### src/rtl/bus_arbiter_rr_pkg.sv
// -----------------------------------------------------------------------------
// bus_arbiter_rr_pkg
// Shared definitions for the five-way round-robin bus arbiter:
//   NUM_REQ     number of requesters
//   GRANT_NONE  grant vector meaning "no owner"
//   idx_t       3-bit binary requester index (0..4)
//   state_e     arbiter FSM encoding (IDLE, OWNED)
//   rr_next     index successor with wrap-around 4 -> 0
//   req_bit     bit position of a requester inside req/grant
//               (requester 0 is the MSB, requester 4 is the LSB)
// -----------------------------------------------------------------------------
package bus_arbiter_rr_pkg;

   localparam int NUM_REQ = 5;

   localparam logic [NUM_REQ-1:0] GRANT_NONE = 5'b00000;

   typedef logic [2:0] idx_t;

   typedef enum logic {
      IDLE  = 1'b0,
      OWNED = 1'b1
   } state_e;

   // Next index in round-robin order, wrapping after the last requester.
   function automatic idx_t rr_next(input idx_t i);
      return (i == idx_t'(NUM_REQ - 1)) ? idx_t'(0) : i + idx_t'(1);
   endfunction

   // Requester i lives at bit (NUM_REQ-1-i) of req and grant.
   function automatic idx_t req_bit(input idx_t i);
      return idx_t'(NUM_REQ - 1) - i;
   endfunction

endpackage

### src/rtl/bus_arbiter_rr_pick.sv
// -----------------------------------------------------------------------------
// rr_pick
// Combinational rotating-priority search. Starting one past `pointer`, walks
// the requesters in round-robin order (pointer+1, pointer+2, ... mod 5, with
// `pointer` itself examined last) and returns the first one whose req bit is 1.
//   req     in   request vector, requester 0 at the MSB
//   pointer in   last granted index; search begins at its successor
//   found   out  1 when any requester is asserting
//   index   out  binary index of the chosen requester (0 when none)
//   onehot  out  chosen requester as a one-hot vector in req bit order
// -----------------------------------------------------------------------------
module rr_pick
   import bus_arbiter_rr_pkg::*;
(
   input  logic [NUM_REQ-1:0] req,
   input  idx_t               pointer,
   output logic               found,
   output idx_t               index,
   output logic [NUM_REQ-1:0] onehot
);

   idx_t cand;

   always_comb begin
      found  = 1'b0;
      index  = '0;
      onehot = GRANT_NONE;
      cand   = rr_next(pointer);
      for (int k = 0; k < NUM_REQ; k++) begin
         if (!found && req[req_bit(cand)]) begin
            found                 = 1'b1;
            index                 = cand;
            onehot[req_bit(cand)] = 1'b1;
         end
         cand = rr_next(cand);
      end
   end

endmodule

### src/rtl/bus_arbiter_rr.sv
// -----------------------------------------------------------------------------
// bus_arbiter_rr
// Five-requester round-robin bus arbiter with registered one-hot grant.
// The owner keeps the bus while its request stays high; when it drops, the
// next requester in round-robin order takes over on the same edge.
//
// Optional feature, macro ARB_TIMEOUT_EN: a hold counter limits an owner to
// MAX_HOLD consecutive grant cycles while someone else is waiting. Without
// the macro the owner holds indefinitely and MAX_HOLD has no effect.
//
// Ports:
//   clk        in   single clock, rising edge
//   reset_n    in   asynchronous active-low reset
//   req[4:0]   in   request lines, req[4]=requester 0 ... req[0]=requester 4
//   grant[4:0] out  registered one-hot grant, same bit order as req
//   owner[2:0] out  registered binary index of owner, 0 when idle
//   busy       out  registered, 1 exactly when grant is non-zero
//   state_dbg  out  current FSM state
//
// Handshake: a requester raises its req bit and keeps it high; it owns the
// bus for every cycle its grant bit is 1 and releases by dropping req.
// Only the req value present at a rising edge is considered.
// -----------------------------------------------------------------------------
module bus_arbiter_rr
   import bus_arbiter_rr_pkg::*;
#(
   parameter int MAX_HOLD = 16
) (
   input  logic               clk,
   input  logic               reset_n,
   input  logic [NUM_REQ-1:0] req,
   output logic [NUM_REQ-1:0] grant,
   output idx_t               owner,
   output logic               busy,
   output state_e             state_dbg
);

   if (MAX_HOLD < 1) begin : g_hold_check
      $error("bus_arbiter_rr: MAX_HOLD must be at least 1");
   end

   state_e             state_q, state_d;
   logic [NUM_REQ-1:0] grant_q, grant_d;
   idx_t               owner_q, owner_d;
   logic               busy_q,  busy_d;
   idx_t               ptr_q,   ptr_d;

   logic               owner_req;
   logic               hold_expired;
   logic               take_next;

   logic               pick_found;
   idx_t               pick_index;
   logic [NUM_REQ-1:0] pick_onehot;

   // ptr_q always holds the last granted index, so one picker serves both
   // the IDLE search and the hand-over from the current owner.
   rr_pick u_pick (
      .req     (req),
      .pointer (ptr_q),
      .found   (pick_found),
      .index   (pick_index),
      .onehot  (pick_onehot)
   );

   assign owner_req = |(grant_q & req);

`ifdef ARB_TIMEOUT_EN
   localparam int CNT_W = $clog2(MAX_HOLD + 1);
   typedef logic [CNT_W-1:0] cnt_t;
   localparam cnt_t HOLD_MAX  = cnt_t'(MAX_HOLD);
   localparam cnt_t HOLD_LAST = cnt_t'(MAX_HOLD - 1);

   cnt_t hold_cnt_q, hold_cnt_d;
   logic others_req;

   assign others_req = |(req & ~grant_q);

   // hold_cnt_q counts grant cycles already completed by the owner, so when
   // it equals MAX_HOLD-1 the current cycle is the MAX_HOLD-th one and the
   // coming edge may hand over. The count keeps climbing to MAX_HOLD and
   // saturates there while nobody else waits.
   assign hold_expired = (state_q == OWNED) && others_req && (hold_cnt_q >= HOLD_LAST);

   always_comb begin
      hold_cnt_d = hold_cnt_q;
      if (state_d != OWNED || grant_d != grant_q) begin
         hold_cnt_d = '0;
      end else if (hold_cnt_q != HOLD_MAX) begin
         hold_cnt_d = hold_cnt_q + cnt_t'(1);
      end
   end
`else
   assign hold_expired = 1'b0;
`endif

   always_comb begin
      state_d   = state_q;
      grant_d   = grant_q;
      owner_d   = owner_q;
      busy_d    = busy_q;
      ptr_d     = ptr_q;
      take_next = 1'b0;

      case (state_q)
         IDLE:    take_next = 1'b1;
         OWNED:   take_next = !owner_req || hold_expired;
         default: take_next = 1'b1;
      endcase

      if (take_next) begin
         if (pick_found) begin
            state_d = OWNED;
            grant_d = pick_onehot;
            owner_d = pick_index;
            busy_d  = 1'b1;
            ptr_d   = pick_index;
         end else begin
            state_d = IDLE;
            grant_d = GRANT_NONE;
            owner_d = '0;
            busy_d  = 1'b0;
         end
      end
   end

   // Pointer resets to 4 so requester 0 is searched first after reset.
   always_ff @(posedge clk or negedge reset_n) begin
      if (!reset_n) begin
         state_q    <= IDLE;
         grant_q    <= GRANT_NONE;
         owner_q    <= '0;
         busy_q     <= 1'b0;
         ptr_q      <= idx_t'(NUM_REQ - 1);
`ifdef ARB_TIMEOUT_EN
         hold_cnt_q <= '0;
`endif
      end else begin
         state_q    <= state_d;
         grant_q    <= grant_d;
         owner_q    <= owner_d;
         busy_q     <= busy_d;
         ptr_q      <= ptr_d;
`ifdef ARB_TIMEOUT_EN
         hold_cnt_q <= hold_cnt_d;
`endif
      end
   end

   assign grant     = grant_q;
   assign owner     = owner_q;
   assign busy      = busy_q;
   assign state_dbg = state_q;

endmodule

### config.mk
export PLATFORM = sky130hd
export DESIGN_NAME = bus_arbiter_rr
export DESIGN_NICKNAME = d
export VERILOG_FILES = /design/src/rtl/bus_arbiter_rr_pkg.sv /design/src/rtl/bus_arbiter_rr_pick.sv /design/src/rtl/bus_arbiter_rr.sv
export SDC_FILE = /design/constraint.sdc
export NUM_CORES = 1
export LEC_CHECK = 0
export ABC_CLOCK_PERIOD_IN_PS = 6720
export CORE_MARGIN = 1
export CORE_UTILIZATION = 45
export DETAILED_ROUTE_END_ITERATION = 12
export GPL_TIMING_DRIVEN = 0
export HOLD_SLACK_MARGIN = 0.02
export PLACE_DENSITY = 0.69
export SYNTH_ARGS = -nofsm -noshare
export SYNTH_HDL_FRONTEND = slang
export SYNTH_SLANG_ARGS = --single-unit
### constraint.sdc
create_clock -name clk -period 6.72 [get_ports clk]
set_input_delay 1.008 -clock clk [delete_from_list [all_inputs] [get_ports clk]]
set_output_delay 1.008 -clock clk [all_outputs]
set_load 0.02 [all_outputs]
# == Word-level counts from Yosys, hierarchy flattened ==
# Cells that the tools add are included.
# word_totals
ff_bits,12
input_bits,7
output_inout_bits,10
wordCells,95
# classes
add_sub_neg,10
magnitude_cmp,10
eq_ne,5
n_mux,44
bitwise_logic,6
reduce_logical,16
# ops
cell,count
2-to-1 mux 3 bit,11
2-to-1 mux 5 bit,6
"< comparator 3 x 4 -> 1 bit, second input constant",5
OR 5 bit,4
2-to-1 mux 1 bit,16
"adder 3 x 1 -> 3 bit, second input constant",5
binary-select mux 1 bit (select 3 bit),5
demux 1 bit (select 3 bit),5
"== test 3 bit, second input constant",5
"greater-or-equal comparator 3 x 1 -> 1 bit, second input constant",5
"subtractor 3 bit, first input constant",5
logical AND 1 bit,9
AND 5 bit,1
logical NOT 1 bit,5
OR reduction 5 bit,1
one-hot mux 1 bit (2 select lines),1
AND reduction 2 bit,1
NOT 1 bit,1

# == Longest topological paths before layout ==
# depth
ltp_word,19
depth_mapped,24
mapped_depth_nobuf,21

# == Hierarchy ==
# From an unflattened synthesis, not the netlist that was laid out.
# hier_totals
cells_unflattened,218
hier_area_um2,1795.5
# by_module_without_submodules
module,instances,cells_each,area_each_um2,seq_area_each_um2
rr_pick,1,157,1169.9,0.0
bus_arbiter_rr,1,61,625.6,301.5

# == Worst setup path before layout ==
# No wires, ideal clock.
# synth_path
path_kind,reg-to-reg
start,register ptr_q[0]
end,register owner_q[0] (netlist: owner[0])
setup_time_ps,125
arrival_ps,4689
t_required_ps,6595
setup_slack_ps,1906
path_stages_with_launch,21
n_path_buf,2
period_less_slack_ps,4814
cell_sequence,dfrtp_1 -> inv_1 -> ha_1 -> a21o_1 -> buf_6 -> ha_1 -> clkbuf_1 -> nand2_1 -> ha_1 -> ha_1 -> or3_1 -> or4_1 -> a31oi_1 -> ha_1 -> nand2_1 -> o21ai_0 -> o22ai_1 -> nor2_1 -> a2111oi_2 -> o21ai_1 -> mux2_2
# synth_via
elab_chain_cells,19
elab_cells_between_ends,49
classes_between,10 x add/sub; 5 x eq/ne; 26 x mux; 8 x reduce/logical
# synth_rtl
element,line_no,rtl
"start, declared",bus_arbiter_rr.sv:46,"idx_t ptr_q, ptr_d;"
"start signal, assigned",bus_arbiter_rr.sv:134,ptr_q <= idx_t'(NUM_REQ - 1);
"start signal, assigned",bus_arbiter_rr.sv:143,ptr_q <= ptr_d;
adder 3 x 1 -> 3 bit or == test 3 bit (tied branches),bus_arbiter_rr_pkg.sv:27,return (i == idx_t'(NUM_REQ - 1)) ? idx_t'(0) : i + idx_t'(1);
2-to-1 mux 3 bit (*),bus_arbiter_rr_pkg.sv:27,
"parallel branches: the longest is 16 deep, another holds adder 3 x 1 -> 3 bit",n/a,
2-to-1 mux 3 bit (*),bus_arbiter_rr.sv:112,if (pick_found) begin
"end signal, assigned",bus_arbiter_rr.sv:141,owner_q <= owner_d;
"end, declared",bus_arbiter_rr.sv:44,"idx_t owner_q, owner_d;"
# Mark *: on every way between the ends. The select of a mux whose other input is x is not followed.
# A chain may end at the register's enable or synchronous reset.

# == Worst setup path in the final report ==
# Ends and elaborated chain as after synthesis.

==> impl_metrics.tcl <==
set metrics [dict create \
    use_met1_pct 31.33 \
    rsz0062_at_grt "no" \
    root_buffer "clkbuf_4" \
    grt_busiest_layer "met2" \
    grt_max_degree 13 \
    synth_seq_cells 12 \
    htreeDepth 1 \
    grt_first_pass_wirelength_um 7383 \
    die_h_um 62.42 \
    startpoint_type "flop" \
    hold_buffers 0 \
    num_rows 21 \
    period_share_pct 82.12 \
    reg2reg_slack_ps 1200 \
    slew_headroom_pct 64.92 \
    whs_endpoint "owner[0]" \
    portBuffers 16 \
    io_pins 17 \
    start_util_pct 48.10 \
    post-cts-setup-buffers 0 \
    synth_cell_types 60 \
    synthArstFlopShare_pct 100.0 \
    r2r-end "owner[0]" \
    ant_nets 0 \
    drv_slew 0 \
    syn_area_per_cell_um2 7.823 \
    core_mm2 0.003416 \
    worstHoldPathType "flop to flop" \
    cts.repair.resized 0 \
    path_class "flop to flop" \
    die-area_mm2 0.003896 \
    netlist_instances 210 \
    final_hold_viol_count 0 \
    cp_data_arrival_time_ps 5690 \
    fin_crit_ps 5519 \
    drive_above_1_share_pct 10.87 \
    numCtsBuffers 3 \
    drtPass1Iterations 4 \
    syn_to_final_growth_pct 15.46 \
    yosysSeqAreaShare_pct 18.35 \
    fmax_mhz 181.2 \
    hp-start "owner[0]" \
    wl_um 4280 \
    use_met3_pct 3.102 \
    worst_pin_slew_ps 524.2 \
    skew_ps 4.529 \
    wl_per_cell_um 15.51 \
    hold_depth 1 \
    syn-num-nets 229 \
    die_w_um 62.42 \
    cts.path.max_buffers 2 \
    worstSetupEndpointType "flop" \
    cts_tree "yes" \
    yosysWarnings 0 \
    crit_fanout 10 \
    setup_viol 0 \
    rr_worst_depth 22 \
    dp_cells 272 \
    grt_overflow 0 \
    r2r-start "ptr_q[0]" \
    grt_pass1_vias 1582 \
    gp_congestion 0.9233 \
    clkSinkCount 12 \
    syn_area_mm2 0.001643 \
    drc 0 \
    tns_ps 0 \
    grtUsageMet2_pct 39.13 \
    max_cap_violations 0 \
    antenna_found_initial 0 \
    via_per_inst 6.145 \
    grt_usage_pct 23.60 \
    status "complete, no violations" \
    worstPathRequired_ps 6890 \
    vias 1696 \
    final-instance-count-excl-fill 276 \
    diodes 0 \
    dp_hpwl_um 3343 \
    final_nets 250 \
    synthFlopType "dfrtp_1" \
    synth-edff-count 0 \
    clk_latency_ps 280 \
    detail_route.iter0.violations 102 \
    cts.reportedPaths.clkPinSlew_ps 70 \
]
[worst max path at each step]
stage               startpoint       end  slack, ps
finish                ptr_q[0]  owner[0]       1200
global route          ptr_q[0]  owner[0]        750
CTS                   ptr_q[0]  owner[0]       1240
detailed placement    ptr_q[0]  owner[0]       1270
global placement      ptr_q[0]  owner[0]       1280
floorplan             ptr_q[0]  owner[0]       1910
[cells by family (layout without fill, tap and decap cells)]
kind of cell | after synthesis | after routing | synth area share, %
multiplexers | 15 | 15 | 10.28
flip-flops | 12 | 12 | 18.35
buffers and inverters | 23 | 43 | 6.855
adder cells (fa/ha/maj) | 12 | 12 | 9.139
XOR/XNOR | 2 | 2 | 1.066
AO/OA/AOI/OAI | 58 | 58 | 27.19
AND/OR/NAND/NOR | 88 | 88 | 27.11
[cell usage after synthesis (all sizes together) (6+ instances only)]
cell type	n	share of area, %
buf	7	3.2
ha	12	9.1
o21ai	7	2.1
nor2	27	6.2
nand3	10	3.7
a21oi	9	2.7
nor3	7	2.1
dfrtp	11	17
nand2	19	4.3
mux2i	9	5.5
a31oi	6	2.7
inv	13	3.0
[flip-flops by register name (all words and copies together), names as in the netlist]
signal,cells
busy,1
ptr_q,3
owner,3
grant,5
[metrics by stage]
stage,utilization (%),hold slack [ps],area [um^2],worst slack (ps)
2_1_floorplan,-,601.6,1643,1906
3_3_place_gp,54.47,493.1,1861,1277
3_5_place_dp,54.47,499.7,1861,1267
4_1_cts,55.53,518.2,1897,1245
5_1_grt,55.53,555.8,1897,745.6
6_report,55.53,521.8,1897,1201
[routing by layer]
layer | up-vias | wire length [um]
met2 | 52 | 2023
met5 | - | 0
met1 | 812 | 1955
met4 | 0 | 67
li1 | 826 | -
met3 | 6 | 233
[cell usage in the layout, fill, tap and decap left out, drive strengths merged, types with 3 or more instances in the layout]
cell type / synthesis / routed
nor2: 27 / 27
nand2: 19 / 19
clkdlybuf4s50: 0 / 16
inv: 13 / 13
ha: 12 / 12
dfrtp: 11 / 11
nand3: 10 / 10
a21oi: 9 / 9
mux2i: 9 / 9
nor3: 7 / 7
o21ai: 7 / 7
clkbuf: 3 / 7
buf: 7 / 7
a31oi: 6 / 6
a221o: 5 / 5
mux2: 5 / 5
a21o: 5 / 5
o22ai: 4 / 4
nand3b: 3 / 3
nor3b: 3 / 3
nor2b: 3 / 3
[layout make-up]
cell class | count | area [um^2]
buffer | 10 | 63.81
clock buffer | 4 | 36.28
fill | 356 | 1519
inverter | 13 | 48.80
multi-input combinational | 175 | 1229
sequential | 12 | 301.5
tap | 46 | 57.56
timing repair buffer | 16 | 160.2
[critical path, cell delays in order (launching register included)]
cell	delay, ps
dfrtp_1	480
inv_1	130
ha_1	250
a21o_1	190
buf_6	140
ha_1	260
clkbuf_1	360
nand2_1	140
ha_1	230
ha_1	230
clkbuf_1	220
a21o_1	200
ha_1	270
nor2_1	460
nor2_1	110
ha_1	350
nand2_1	80
o21ai_0	70
o22ai_1	220
nor2_1	160
a2111oi_2	400
o21ai_1	170
mux2_2	280
Power is not shown: default switching activity piles up to over one toggle a cycle in this logic, so the estimate is an artifact.
